==> config.mk <==
export PLATFORM = sky130hd
export DESIGN_NAME = seg_disp_ctrl_flat
export DESIGN_NICKNAME = d
export VERILOG_FILES = /design/src/rtl/seg_disp_ctrl_pkg.sv /design/src/rtl/seg_disp_ctrl_if.sv /design/src/rtl/seg_disp_ctrl_hex_to_seg.sv /design/src/rtl/seg_disp_ctrl.sv /design/src/flat_wrapper.sv
export SDC_FILE = /design/constraint.sdc
export NUM_CORES = 1
export LEC_CHECK = 0
export CELL_PAD_IN_SITES_DETAIL_PLACEMENT = 0
export CELL_PAD_IN_SITES_GLOBAL_PLACEMENT = 1
export CORE_MARGIN = 3
export CORE_UTILIZATION = 35
export DETAILED_ROUTE_END_ITERATION = 12
export GPL_ROUTABILITY_DRIVEN = 0
export GPL_TIMING_DRIVEN = 0
export PLACE_DENSITY = 0.86
export SLEW_MARGIN = 20
export SYNTH_ARGS = -nofsm -noshare
export SYNTH_HDL_FRONTEND = slang
export SYNTH_SLANG_ARGS = --single-unit
==> constraint.sdc <==
create_clock -name clk -period 4.45 [get_ports clk]
set_input_delay 0.6675 -clock clk [delete_from_list [all_inputs] [get_ports clk]]
set_output_delay 0.6675 -clock clk [all_outputs]
set_load 0.01 [all_outputs]
==> src/rtl/seg_disp_ctrl_pkg.sv <==
// seg_pkg: display mode encodings, blank pattern and active-low hex segment table
package seg_pkg;
  localparam logic [1:0] MODE_HEX = 2'b00;
  localparam logic [1:0] MODE_HEX_HI = 2'b01;
  localparam logic [1:0] MODE_RAW = 2'b10;
  localparam logic [1:0] MODE_HEX_LZB = 2'b11;
  localparam logic [7:0] SEG_BLANK = 8'hFF;
  localparam logic [7:0] HEX_SEG [16] = '{
    8'hC0, 8'hF9, 8'hA4, 8'hB0, 8'h99, 8'h92, 8'h82, 8'hF8,
    8'h80, 8'h90, 8'h88, 8'h83, 8'hC6, 8'hA1, 8'h86, 8'h8E
  };
endpackage

==> src/rtl/seg_disp_ctrl_if.sv <==
// seg_disp_ctrl_if: CPU display-register bus (cpu_we, cpu_data in; cpu_reg readback out)
interface seg_disp_ctrl_if;
  logic        cpu_we;
  logic [31:0] cpu_data;
  logic [31:0] cpu_reg;
  modport master (output cpu_we, cpu_data, input cpu_reg);
  modport slave (input cpu_we, cpu_data, output cpu_reg);
endinterface

==> src/rtl/seg_disp_ctrl_hex_to_seg.sv <==
// hex_to_seg: combinational nibble (nib) to active-low segment pattern (seg, dp off)
module hex_to_seg
  import seg_pkg::*;
(
  input  logic [3:0] nib,
  output logic [7:0] seg
);
  assign seg = HEX_SEG[nib];
endmodule

==> src/rtl/seg_disp_ctrl.sv <==
// seg_disp_ctrl: multiplexed 7-seg controller; clk/rst, cpu bus, ch_data/sel/mode/blink_en in, AN/SEGMENT out
module seg_disp_ctrl
  import seg_pkg::*;
#(
  parameter int NUM_DIGITS = 4,
  parameter int NUM_CH = 8,
  parameter int SCAN_BITS = 16,
  parameter int BLINK_BITS = 24
) (
  input  logic                        clk,
  input  logic                        rst,
  seg_disp_ctrl_if.slave              cpu,
  input  logic [(NUM_CH-1)*32-1:0]    ch_data,
  input  logic [$clog2(NUM_CH)-1:0]   sel,
  input  logic [1:0]                  mode,
  input  logic                        blink_en,
  output logic [NUM_DIGITS-1:0]       AN,
  output logic [7:0]                  SEGMENT
);
  localparam int IW = $clog2(NUM_DIGITS);
  logic [31:0] cpu_reg, frame_word, sel_word;
  logic [1:0] frame_mode;
  logic [SCAN_BITS-1:0] scan;
  logic [BLINK_BITS-1:0] blink;
  logic [IW-1:0] idx;
  logic [2:0] d, ni;
  logic [3:0] nib;
  logic [7:0] hex_seg, seg_nxt;
  logic [NUM_DIGITS-1:0] lz;
  logic tick, wrap, z, blank;
  int s;
  assign cpu.cpu_reg = cpu_reg;
  assign tick = &scan;
  assign wrap = tick && idx == IW'(NUM_DIGITS - 1);
  assign d = 3'(idx);
  assign ni = d + ((frame_mode == MODE_HEX_HI && NUM_DIGITS == 4) ? 3'd4 : 3'd0);
  assign nib = frame_word[4*ni +: 4];
  assign blank = blink_en && blink[BLINK_BITS-1];
  hex_to_seg u_hex (.nib(nib), .seg(hex_seg));
  // lz[i]: digit i and every higher displayed nibble are zero
  always_comb begin
    lz = '0;
    z = 1'b1;
    for (int i = NUM_DIGITS - 1; i >= 0; i--) begin
      z = z && frame_word[4*i +: 4] == 4'h0;
      lz[i] = z;
    end
  end
  // out-of-range select falls back to the CPU register
  always_comb begin
    s = int'(sel);
    sel_word = (s == 0 || s >= NUM_CH) ? cpu_reg : ch_data[32*(s-1) +: 32];
  end
  assign seg_nxt = frame_mode == MODE_RAW ? (d[2] ? SEG_BLANK : frame_word[8*d[1:0] +: 8]) :
                   (frame_mode == MODE_HEX_LZB && lz[idx] && idx != '0) ? SEG_BLANK : hex_seg;
  always_ff @(posedge clk) begin
    if (rst) begin
      cpu_reg <= '0;
      scan <= '0;
      idx <= '0;
      blink <= '0;
      frame_word <= '0;
      frame_mode <= MODE_HEX;
      AN <= '1;
      SEGMENT <= SEG_BLANK;
    end else begin
      if (cpu.cpu_we) cpu_reg <= cpu.cpu_data;
      scan <= scan + SCAN_BITS'(1);
      blink <= blink + BLINK_BITS'(1);
      if (tick) idx <= wrap ? '0 : idx + IW'(1);
      // new frame content only at the last-digit wrap, so a frame never tears
      if (wrap) begin
        frame_word <= sel_word;
        frame_mode <= mode;
      end
      AN <= blank ? '1 : ~(NUM_DIGITS'(1) << idx);
      SEGMENT <= blank ? SEG_BLANK : seg_nxt;
    end
  end
endmodule

==> src/flat_wrapper.sv <==
// flat-port wrapper written by rule: the top's interface ports become plain ports
module seg_disp_ctrl_flat import seg_pkg::*;
#(
  parameter int NUM_DIGITS = 4,
  parameter int NUM_CH = 8,
  parameter int SCAN_BITS = 16,
  parameter int BLINK_BITS = 24
)
  (clk, rst, ch_data, sel, mode, blink_en, AN, SEGMENT, cpu_cpu_we, cpu_cpu_data, cpu_cpu_reg);
  seg_disp_ctrl_if cpu_i ();
  input  logic clk;
  input  logic rst;
  input  logic [(NUM_CH-1)*32-1:0] ch_data;
  input  logic [$clog2(NUM_CH)-1:0] sel;
  input  logic [1:0] mode;
  input  logic blink_en;
  output logic [NUM_DIGITS-1:0] AN;
  output logic [7:0] SEGMENT;
  input wire logic [$bits(cpu_i.cpu_we)-1:0] cpu_cpu_we;
  input wire logic [$bits(cpu_i.cpu_data)-1:0] cpu_cpu_data;
  output wire logic [$bits(cpu_i.cpu_reg)-1:0] cpu_cpu_reg;
  assign cpu_i.cpu_we = cpu_cpu_we;
  assign cpu_i.cpu_data = cpu_cpu_data;
  assign cpu_cpu_reg = cpu_i.cpu_reg;
  seg_disp_ctrl #(.NUM_DIGITS(NUM_DIGITS), .NUM_CH(NUM_CH), .SCAN_BITS(SCAN_BITS), .BLINK_BITS(BLINK_BITS)) u_core (.clk(clk), .rst(rst), .cpu(cpu_i), .ch_data(ch_data), .sel(sel), .mode(mode), .blink_en(blink_en), .AN(AN), .SEGMENT(SEGMENT));
endmodule
## After elaboration in Yosys (flattened, before gate mapping)

Memory sizes are Yosys's and may differ from the RTL's.
Index checks and enable logic that the tools add are counted.

- Add/sub/neg operators: 5
- Order comparisons: 2
- Eq/ne operators: 4
- Shift-type cells: 4
- Multiplexer cells: 9
- Bitwise logic cells: 2
- Reductions and logical operators: 15

Operators by type and width:

| cell | number |
|---|---|
| variable part select 224 x 32 -> 32 bit | 1 |
| two-way mux 32 bit | 1 |
| two-way mux 8 bit | 4 |
| variable part select 32 x 6 -> 4 bit | 1 |
| variable part select 32 x 6 -> 8 bit | 1 |
| adder 24 x 1 -> 24 bit, second input constant | 1 |
| adder 16 x 1 -> 16 bit, second input constant | 1 |
| logical NOT 4 bit | 4 |
| AND reduction 16 bit | 1 |
| logical AND 1 bit | 7 |
| equality test 2 bit, second input constant | 3 |
| greater-or-equal comparator 5 bit, second input constant | 1 |
| inverter 4 -> 5 bit | 1 |
| inverter 4 bit | 1 |
| << shifter 1 x 2 -> 4 bit, first input constant | 1 |
| subtractor 3 x 1 -> 4 bit, second input constant | 1 |
| adder 2 x 3 -> 3 bit | 1 |
| logical NOT 3 bit | 1 |
| less-than comparator 2 x 3 -> 1 bit, second input constant | 1 |
| two-way mux 3 bit | 1 |
| adder 2 x 1 -> 2 bit, second input constant | 1 |
| binary-select mux 1 bit (select 2 bit) | 1 |
| equality test 2 x 1 -> 1 bit, second input constant | 1 |
| two-way mux 2 bit | 1 |
| other kinds (3) | 3 |

- Flip-flop bits (word level): 120
- ROM bits: 128
- Input bits: 265
- Output and inout port bits: 44
- Logic and storage cells: 50
- Memories: 1

Memory list:

| memory | words | bits a word | rd ports | clocked after memory_dff | write ports | line | text |
|---|---|---|---|---|---|---|---|
| (name not given) | 16 | 8 | 1 | 0 | 0 | seg_disp_ctrl_hex_to_seg.sv:8 | `assign seg = HEX_SEG[nib];` |

## Longest topological paths before layout

Gate-level depths: netlist of the first run.

- Depth after elaboration: 10
- Mapped depth: 11
- Gate-level depth less buffers: 8

## Cells and area by module

Synthesis of the first run repeated with hierarchy kept, for this count alone.

- Cell total of the unflattened synthesis: 845
- Area total of the unflattened synthesis: 7642.3 sq um

Modules (own cells, without submodules):

| module | instances | cells each | area an instance (sq um) | seq. area each (sq um) |
|---|---|---|---|---|
| seg_disp_ctrl | 1 | 812 | 7368.3 | 2402.3 |
| hex_to_seg | 1 | 33 | 274.0 | 0.0 |

## Worst setup path after synthesis of the first run

No wires, ideal clock.

- Path type: input port to flip-flop
- From: in sel[0]
- To: reg u_core.frame_word[10]
- Library setup time: 0.132 ns
- Data arrival time: 2.728 ns
- Required time: 4.318 ns
- Slack: 1.590 ns
- Stages: 10
- Buffers on the path: 3
- Cell sequence: buf_2 buf_2 inv_1 ha_1 xor2_1 buf_2 mux2_2 a211oi_1 o311a_1 nor3_1

- Cells in the longest elaborated chain, start to end: 3
- Elaborated cells on any way between the ends: 4
- Those cells by class: add/sub: 1; shift: 1; mux: 1; reduce/logical: 1

Ends and longest elaborated chain:

| what | line | text |
|---|---|---|
| from (decl) | flat_wrapper.sv:14 | `input logic [$clog2(NUM_CH)-1:0] sel;` |
| subtractor 3 x 1 -> 4 bit | seg_disp_ctrl.sv:52 | `sel_word = (s == 0 \|\| s >= NUM_CH) ? cpu_reg : ch_data[32*(s-1) +: 32];` |
| variable part select 224 x 32 -> 32 bit | seg_disp_ctrl.sv:52 |  |
| two-way mux 32 bit * | seg_disp_ctrl.sv:52 |  |
| to (signal assigned) | seg_disp_ctrl.sv:73 | `frame_word <= sel_word;` |
| to (decl) | seg_disp_ctrl.sv:21 | `logic [31:0] cpu_reg, frame_word, sel_word;` |

Every way passes the cells marked *; elsewhere a longest branch is shown, timed or not.
A chain may end at the register's enable or synchronous reset.

## Worst setup path after layout of the first run

- From: in sel[0]
- To: reg u_core.frame_word[18]

Same word-level chain as after synthesis.

==> flow_summary.yaml, run 1 <==
run_status:
  run_status: "complete, no violations"
place:
  dp_cells: 1380
  detailedPlace.worstSlack_ns: 0.7299
  port_buffers: 305
  post-dp-hpwl_um: 24220
yosys:
  top_post_synthesis_cells_by_count: "sky130_fd_sc_hd__dfxtp_1 (120), sky130_fd_sc_hd__nor2_1 (110), sky130_fd_sc_hd__nand2_1 (61)"
  ys_flop_type: "sky130_fd_sc_hd__dfxtp_1"
  synth_mux_area_frac: 0.2450
  synth_most_common_cell: "sky130_fd_sc_hd__dfxtp_1"
  synth_largest_area_cell: "sky130_fd_sc_hd__dfxtp_1"
  ys_seq_elements: 120
  yosys.cell_types.count: 51
  area_share_of_and_or_nand_nor_cells_after_synthesis: 0.2188
  yosysTopAreaCellShare: 0.3149
  asyncSetResetFlopFracSynth: 0
  synth-compound-area-share: 0.1142
  largest_family_of_logic_cells_by_synthesized_area: "multiplexers"
  syn_avg_cell_area_um2: 9.536
  synth-xor-area-share: 0.03904
  synth-edff-count: 0
  synthTopCellsByArea: "sky130_fd_sc_hd__dfxtp_1 (31%), sky130_fd_sc_hd__mux4_2 (14%), sky130_fd_sc_hd__nor2_1 (5.4%)"
  synth_sequential_area_ratio: 0.3149
  post_synth_inst_count: 800
  synth-warning-count: 0
  synthesis.area_um2: 7629
  adder_cell_area_share_of_the_yosys_netlist: 0.02296
  post_syn_nets: 1079
clock_network:
  post_cts_resize_count: 0
  htree_num_levels: 4
  post_cts_hold_buffer_count: 0
  clock_sinks: 120
  cts_setup_buffers: 0
  cts-root-buf: "sky130_fd_sc_hd__clkbuf_16"
  maximum_root_to_sink_buffer_count: 2
  cts_tree: "done"
  clk_latency_ns: 0.42
  clock_edge_transition_at_the_registers_on_the_reported_setup_and_hold_paths_ns: 0.06
  number_of_buffers_inserted_during_clock_tree_synthesis: 17
timing:
  period_share: 0.7462
  worst_slew_margin_rel: 0.4165
  final_period_minus_worst_setup_slack_ns: 3.320
  final.hold.worst_slack_ns: 0.4738
  finClkSkew_ns: 0.007065
  rsz_0062_raised_after_global_routing: "no"
  least_margin_pin_slew_ns: 0.8686
  setup_slack_ns: 1.130
  fmaxAchievable_ghz: 0.3012
  slew_violations: 0
  finalHoldViolations: 0
  setup-tns-final_ns: 0
  setup-violations-final: 0
floorplan:
  fp.coreArea_um2: 21220
  placement_rows: 53
  floorplan.die_area_um2: 23600
  floorplan.io_pins: 309
  initial_core_util: 0.3595
  die_height_um: 153.6
  die_w_um: 153.6
drt:
  drtAntennaViolNets: 0
  detailedRoute.firstIterationViolations: 558
  dr_total_vias: 7502
  routed_wirelength_um: 28830
  vias_per_cell: 5.313
  routedWlPerCell_um: 20.42
  drt_first_pass_iters: 5
  remaining_drc_errors: 0
setup_path:
  startpoint: "sel[0]"
  required_time_at_the_endpoint_of_the_critical_path_ns: 4.73
  path_class: "in2reg"
  r2r_path_start: "u_core.idx[0]"
  worst-path-max-fanout: 10
  crit_path_start_kind: "input port"
  arrival_ns: 3.60
  end_kind: "flop"
min_path:
  worst_hold_path_type: "reg2reg"
  hp-start: "u_core.blink[0]"
power:
  cellPowerDensity_nw_per_um2: 277.2
  power_leakage_nw: 4.269
  vdd_drop_max_mv: 0.1885
finish:
  fillerInstances: 1997
  post_layout_nonfiller_instances: 1412
  nets: 1403
  multi_input_comb_area_um2: 4882
  area_taken_by_flip_flops_and_latches_um2: 2402
  flow.area_growth_from_synthesis_pct: 52.75
  share_of_final_layout_standard_cells_stronger_than_drive_strength_1: 0.1364
grt:
  first_global_vias: 7520
  pin_count_of_the_biggest_net_entering_global_routing: 17
  grt_usage: 0.2362
  grt_overflow: 0
  grt_pass1_wl_um: 43260
  antenna_found_initial: 1
flow_run:
  total_of_max_cap_violations: 0
[power breakdown]
part / total (mW) / switching [mW] / internal, mW
logic: 0.651 / 0.255 / 0.396
registers: 1.12 / 0.0224 / 1.10
clock network: 1.46 / 0.519 / 0.937
[worst paths after layout]
check / to / slack (ns) / cells past startpoint
min: u_core.blink[0] / 0.47 / 1
max: u_core.frame_word[18] / 1.13 / 11
min reg2reg: u_core.blink[0] / 0.47 / 1
max reg2reg: u_core.SEGMENT[4] / 1.66 / 9
[layout make-up]
cell class / instances / area share
Antenna cell: 1 / 0.0002148
Clock inverter: 14 / 0.01707
Buffer: 67 / 0.02695
Multi-Input combinational cell: 605 / 0.4190
Inverter: 8 / 0.002577
Timing Repair Buffer: 305 / 0.2620
Tap cell: 275 / 0.02953
Clock buffer: 17 / 0.03651
Sequential cell: 120 / 0.2062
[cells in the final DEF, fill, tap and decap left out, drive strengths merged, types with 5 or more instances in the layout]
master	n
a211oi	33
a21oi	11
and4	5
buf	40
clkbuf	44
clkdlybuf4s50	305
dfxtp	120
ha	14
inv	10
mux2	38
mux2i	39
mux4	46
nand2	61
nand3	15
nand4	12
nor2	110
nor2b	38
nor3	38
nor3b	32
nor4	7
o21ai	6
o311a	32
or3	5
xnor2	8
xor2	26
[cell families after synthesis]
| group | count (synthesis) |
|---|---|
| mux | 123 |
| flops | 120 |
| compound gates | 99 |
| simple gates | 335 |
| buf+inv | 75 |
| xor+xnor | 34 |
| fa+ha+maj | 14 |
[critical path, stage by stage]
cell and delay, ns:
sky130_fd_sc_hd__buf_2 0.20, sky130_fd_sc_hd__buf_2 0.36, sky130_fd_sc_hd__inv_1 0.14, sky130_fd_sc_hd__ha_1 0.23, sky130_fd_sc_hd__xor2_1 0.43, sky130_fd_sc_hd__buf_2 0.34, sky130_fd_sc_hd__buf_1 0.43, sky130_fd_sc_hd__nor3b_1 0.12
sky130_fd_sc_hd__a211oi_1 0.42, sky130_fd_sc_hd__o311a_1 0.22, sky130_fd_sc_hd__nor3_1 0.04
[metrics by stage]
step	power [mW]	util	cell area [µm²]
floorplan	1.425	-	7629
global placement	1.792	0.5196	11030
detailed placement	1.797	0.5196	11030
CTS	3.254	0.5490	11650
global route	3.351	0.5491	11650
finish	3.230	0.5491	11650
[metal layers]
metal | GRT usage | share of wire | up-vias
met2 | 0.4109 | 0.51 | 266
li1 | - | - | 3603
met1 | 0.2983 | 0.42 | 3609
met4 | 0.05929 | 0.014 | 0
met5 | 0 | 0 | -
met3 | 0.05179 | 0.058 | 24
Note: power is estimated with default switching activity, not from simulation.
==> run 2: changes to the inputs <==
Settings changed: CORE_UTILIZATION 35 to 29, PLACE_DENSITY 0.86 to 0.76.
Clock period 4.45 ns to 2.8 ns, I/O delays scaled along.
==> flow_summary.yaml, run 2 (synthesis results as in run 1) <==
grt:
  first_global_vias: 7552
  grtUsageMet3: 0.03898
  grt_overflow: 0
  grt_use_met2: 0.3533
  grt_pass1_wl_um: 44430
  pin_count_of_the_biggest_net_entering_global_routing: 17
  grt_usage: 0.2049
  grt_use_met1: 0.2647
  grt_busiest_layer: "met2"
  antenna_found_initial: 0
clock_network:
  maximum_root_to_sink_buffer_count: 2
  htree_num_levels: 4
  clk_latency_ns: 0.43
  cts_setup_buffers: 0
  clock_edge_transition_at_the_registers_on_the_reported_setup_and_hold_paths_ns: 0.06
  cts_tree: "done"
  number_of_buffers_inserted_during_clock_tree_synthesis: 17
  cts-root-buf: "sky130_fd_sc_hd__clkbuf_16"
  clock_sinks: 120
drt:
  routedWlPerCell_um: 20.40
  detailedRoute.firstIterationViolations: 359
  dr_total_vias: 7426
  drt_first_pass_iters: 5
  vias_per_cell: 5.065
  routed_wirelength_um: 29900
  drtAntennaViolNets: 0
  remaining_drc_errors: 0
timing:
  slew_violations: 0
  finalHoldViolations: 0
  rsz_0062_raised_after_global_routing: "yes"
  setup-violations-final: 0
  setup-tns-final_ns: 0
  period_share: 0.9426
  finClkSkew_ns: 0.01222
  least_margin_pin_slew_ns: 0.8371
  final_period_minus_worst_setup_slack_ns: 2.639
  final.hold.worst_slack_ns: 0.4494
  fmaxAchievable_ghz: 0.3789
  worst_slew_margin_rel: 0.4368
power:
  cellPowerDensity_nw_per_um2: 439.5
  power_leakage_nw: 4.292
  vdd_drop_max_mv: 0.4174
setup_path:
  required_time_at_the_endpoint_of_the_critical_path_ns: 3.09
  crit-reg2reg-capture: "u_core.SEGMENT[4]"
  worst-path-max-fanout: 10
  critPathMostFrequentCell: "sky130_fd_sc_hd__buf_2"
  slowest_stage_delay_on_critical_path_ns: 0.38
  worstRegToRegCells: 9
  arrival_ns: 2.93
  family_of_cells_with_the_greatest_summed_delay_on_the_critical_path: "buffers and inverters"
  path_class: "in2reg"
  worstSetupEndpoint: "u_core.frame_word[18]"
  critical_path.slowest_cell: "sky130_fd_sc_hd__a211oi_2"
  end_kind: "flop"
  timing.critical_path.buf_inv: 5
  critical_path.cell_chain: "buf_2 > buf_4 > inv_1 > ha_1 > xor2_2 > buf_2 > buf_2 > nor3b_1 > a211oi_2 > o311a_1 > nor3_1"
  r2r_path_start: "u_core.idx[0]"
  ff2ff_setup_slack_ns: 0.18
  startpoint: "sel[0]"
  crit_path_start_kind: "input port"
  critical_path_depth: 11
finish:
  utilization_after_layout: 0.4607
  flow.area_growth_from_synthesis_pct: 54.26
  layout_commonest_cell: "sky130_fd_sc_hd__clkdlybuf4s50_1"
  share_of_final_layout_standard_cells_stronger_than_drive_strength_1: 0.1444
  antenna_cells_inserted: 0
  fillerInstances: 2528
  final_cell_mix: "sky130_fd_sc_hd__clkdlybuf4s50_1 (305), sky130_fd_sc_hd__dfxtp_1 (120), sky130_fd_sc_hd__nor2_1 (110), sky130_fd_sc_hd__nand2_1 (61), sky130_fd_sc_hd__mux4_2 (46)"
  nets: 1403
place:
  post-dp-hpwl_um: 25090
  port_buffers: 305
floorplan:
  die_w_um: 168.2
  die_height_um: 168.2
  floorplan.die_area_um2: 28290
  floorplan.io_pins: 309
  fp.coreArea_um2: 25540
  initial_core_util: 0.2986
  placement_rows: 58
flow_run:
  total_of_max_cap_violations: 0
min_path:
  worst_hold_path_type: "reg2reg"
run_status:
  run_status: "complete, no violations"
run 2: cell types whose count changed in the layout (fill, tap and decap cells not counted), sizes merged:
cell	before	now
inv	10	11
diode	1	0
clkinv	4	5
buf	40	39
clkinvlp	4	2
clkbuf	44	45
run 2: stage by stage:
step	cell area [µm²]	total power [mW]	setup slack, ns	std cells
2_1_floorplan	7629	2.265	0.1878	800
3_3_place_gp	11090	2.863	-0.8472	1435
4_1_cts	11730	5.209	0.02437	1466
5_1_grt	11770	5.352	-0.001040	1466
6_report	11770	5.171	0.1608	1466
3_5_place_dp	11090	2.869	-0.8873	1435
run 2: timing repair:
item	CTS	global route
resized for setup	4	7
hold buffers	0	0
endpoints found under the setup margin	21	24
run 2: layout make-up:
type / count / area [µm²] / share of cell area
multi-input cells: 605 / 4927 / 0.4187
repair buffers: 305 / 3053 / 0.2594
flip-flops and latches: 120 / 2402 / 0.2041
clock buffers: 17 / 425.4 / 0.03615
well taps: 330 / 412.9 / 0.03509
plain buffers: 67 / 319.1 / 0.02711
clock inverters: 14 / 197.7 / 0.01680
inverters: 8 / 30.03 / 0.002552
run 2: worst min path at each step:
| stage | startpoint | endpoint | slack, ns | cells after the start |
|---|---|---|---|---|
| floorplan | u_core.scan[0] | u_core.scan[0] | 0.42 | 1 |
| global placement | u_core.scan[0] | u_core.scan[0] | 0.43 | 1 |
| finish | u_core.scan[0] | u_core.scan[0] | 0.45 | 1 |
| detailed placement | u_core.scan[0] | u_core.scan[0] | 0.44 | 1 |
| global route | u_core.scan[0] | u_core.scan[0] | 0.49 | 1 |
| CTS | u_core.scan[0] | u_core.scan[0] | 0.45 | 1 |
run 2: report_power, final:
group | total, mW | leakage [nW] | switching, mW | internal (mW)
Clock | 2.33 | 0.300 | 0.841 | 1.49
Sequential | 1.78 | 0.977 | 0.0344 | 1.75
Combinational | 1.06 | 3.01 | 0.423 | 0.634
Total | 5.17 | 4.29 | 1.30 | 3.87
run 2: routing by layer:
metal  wire length, µm  vias to the layer above
li1                  -                     3601
met3              1462                       31
met4               519                        0
met5                 0                        -
met2             14990                      261
met1             12930                     3533
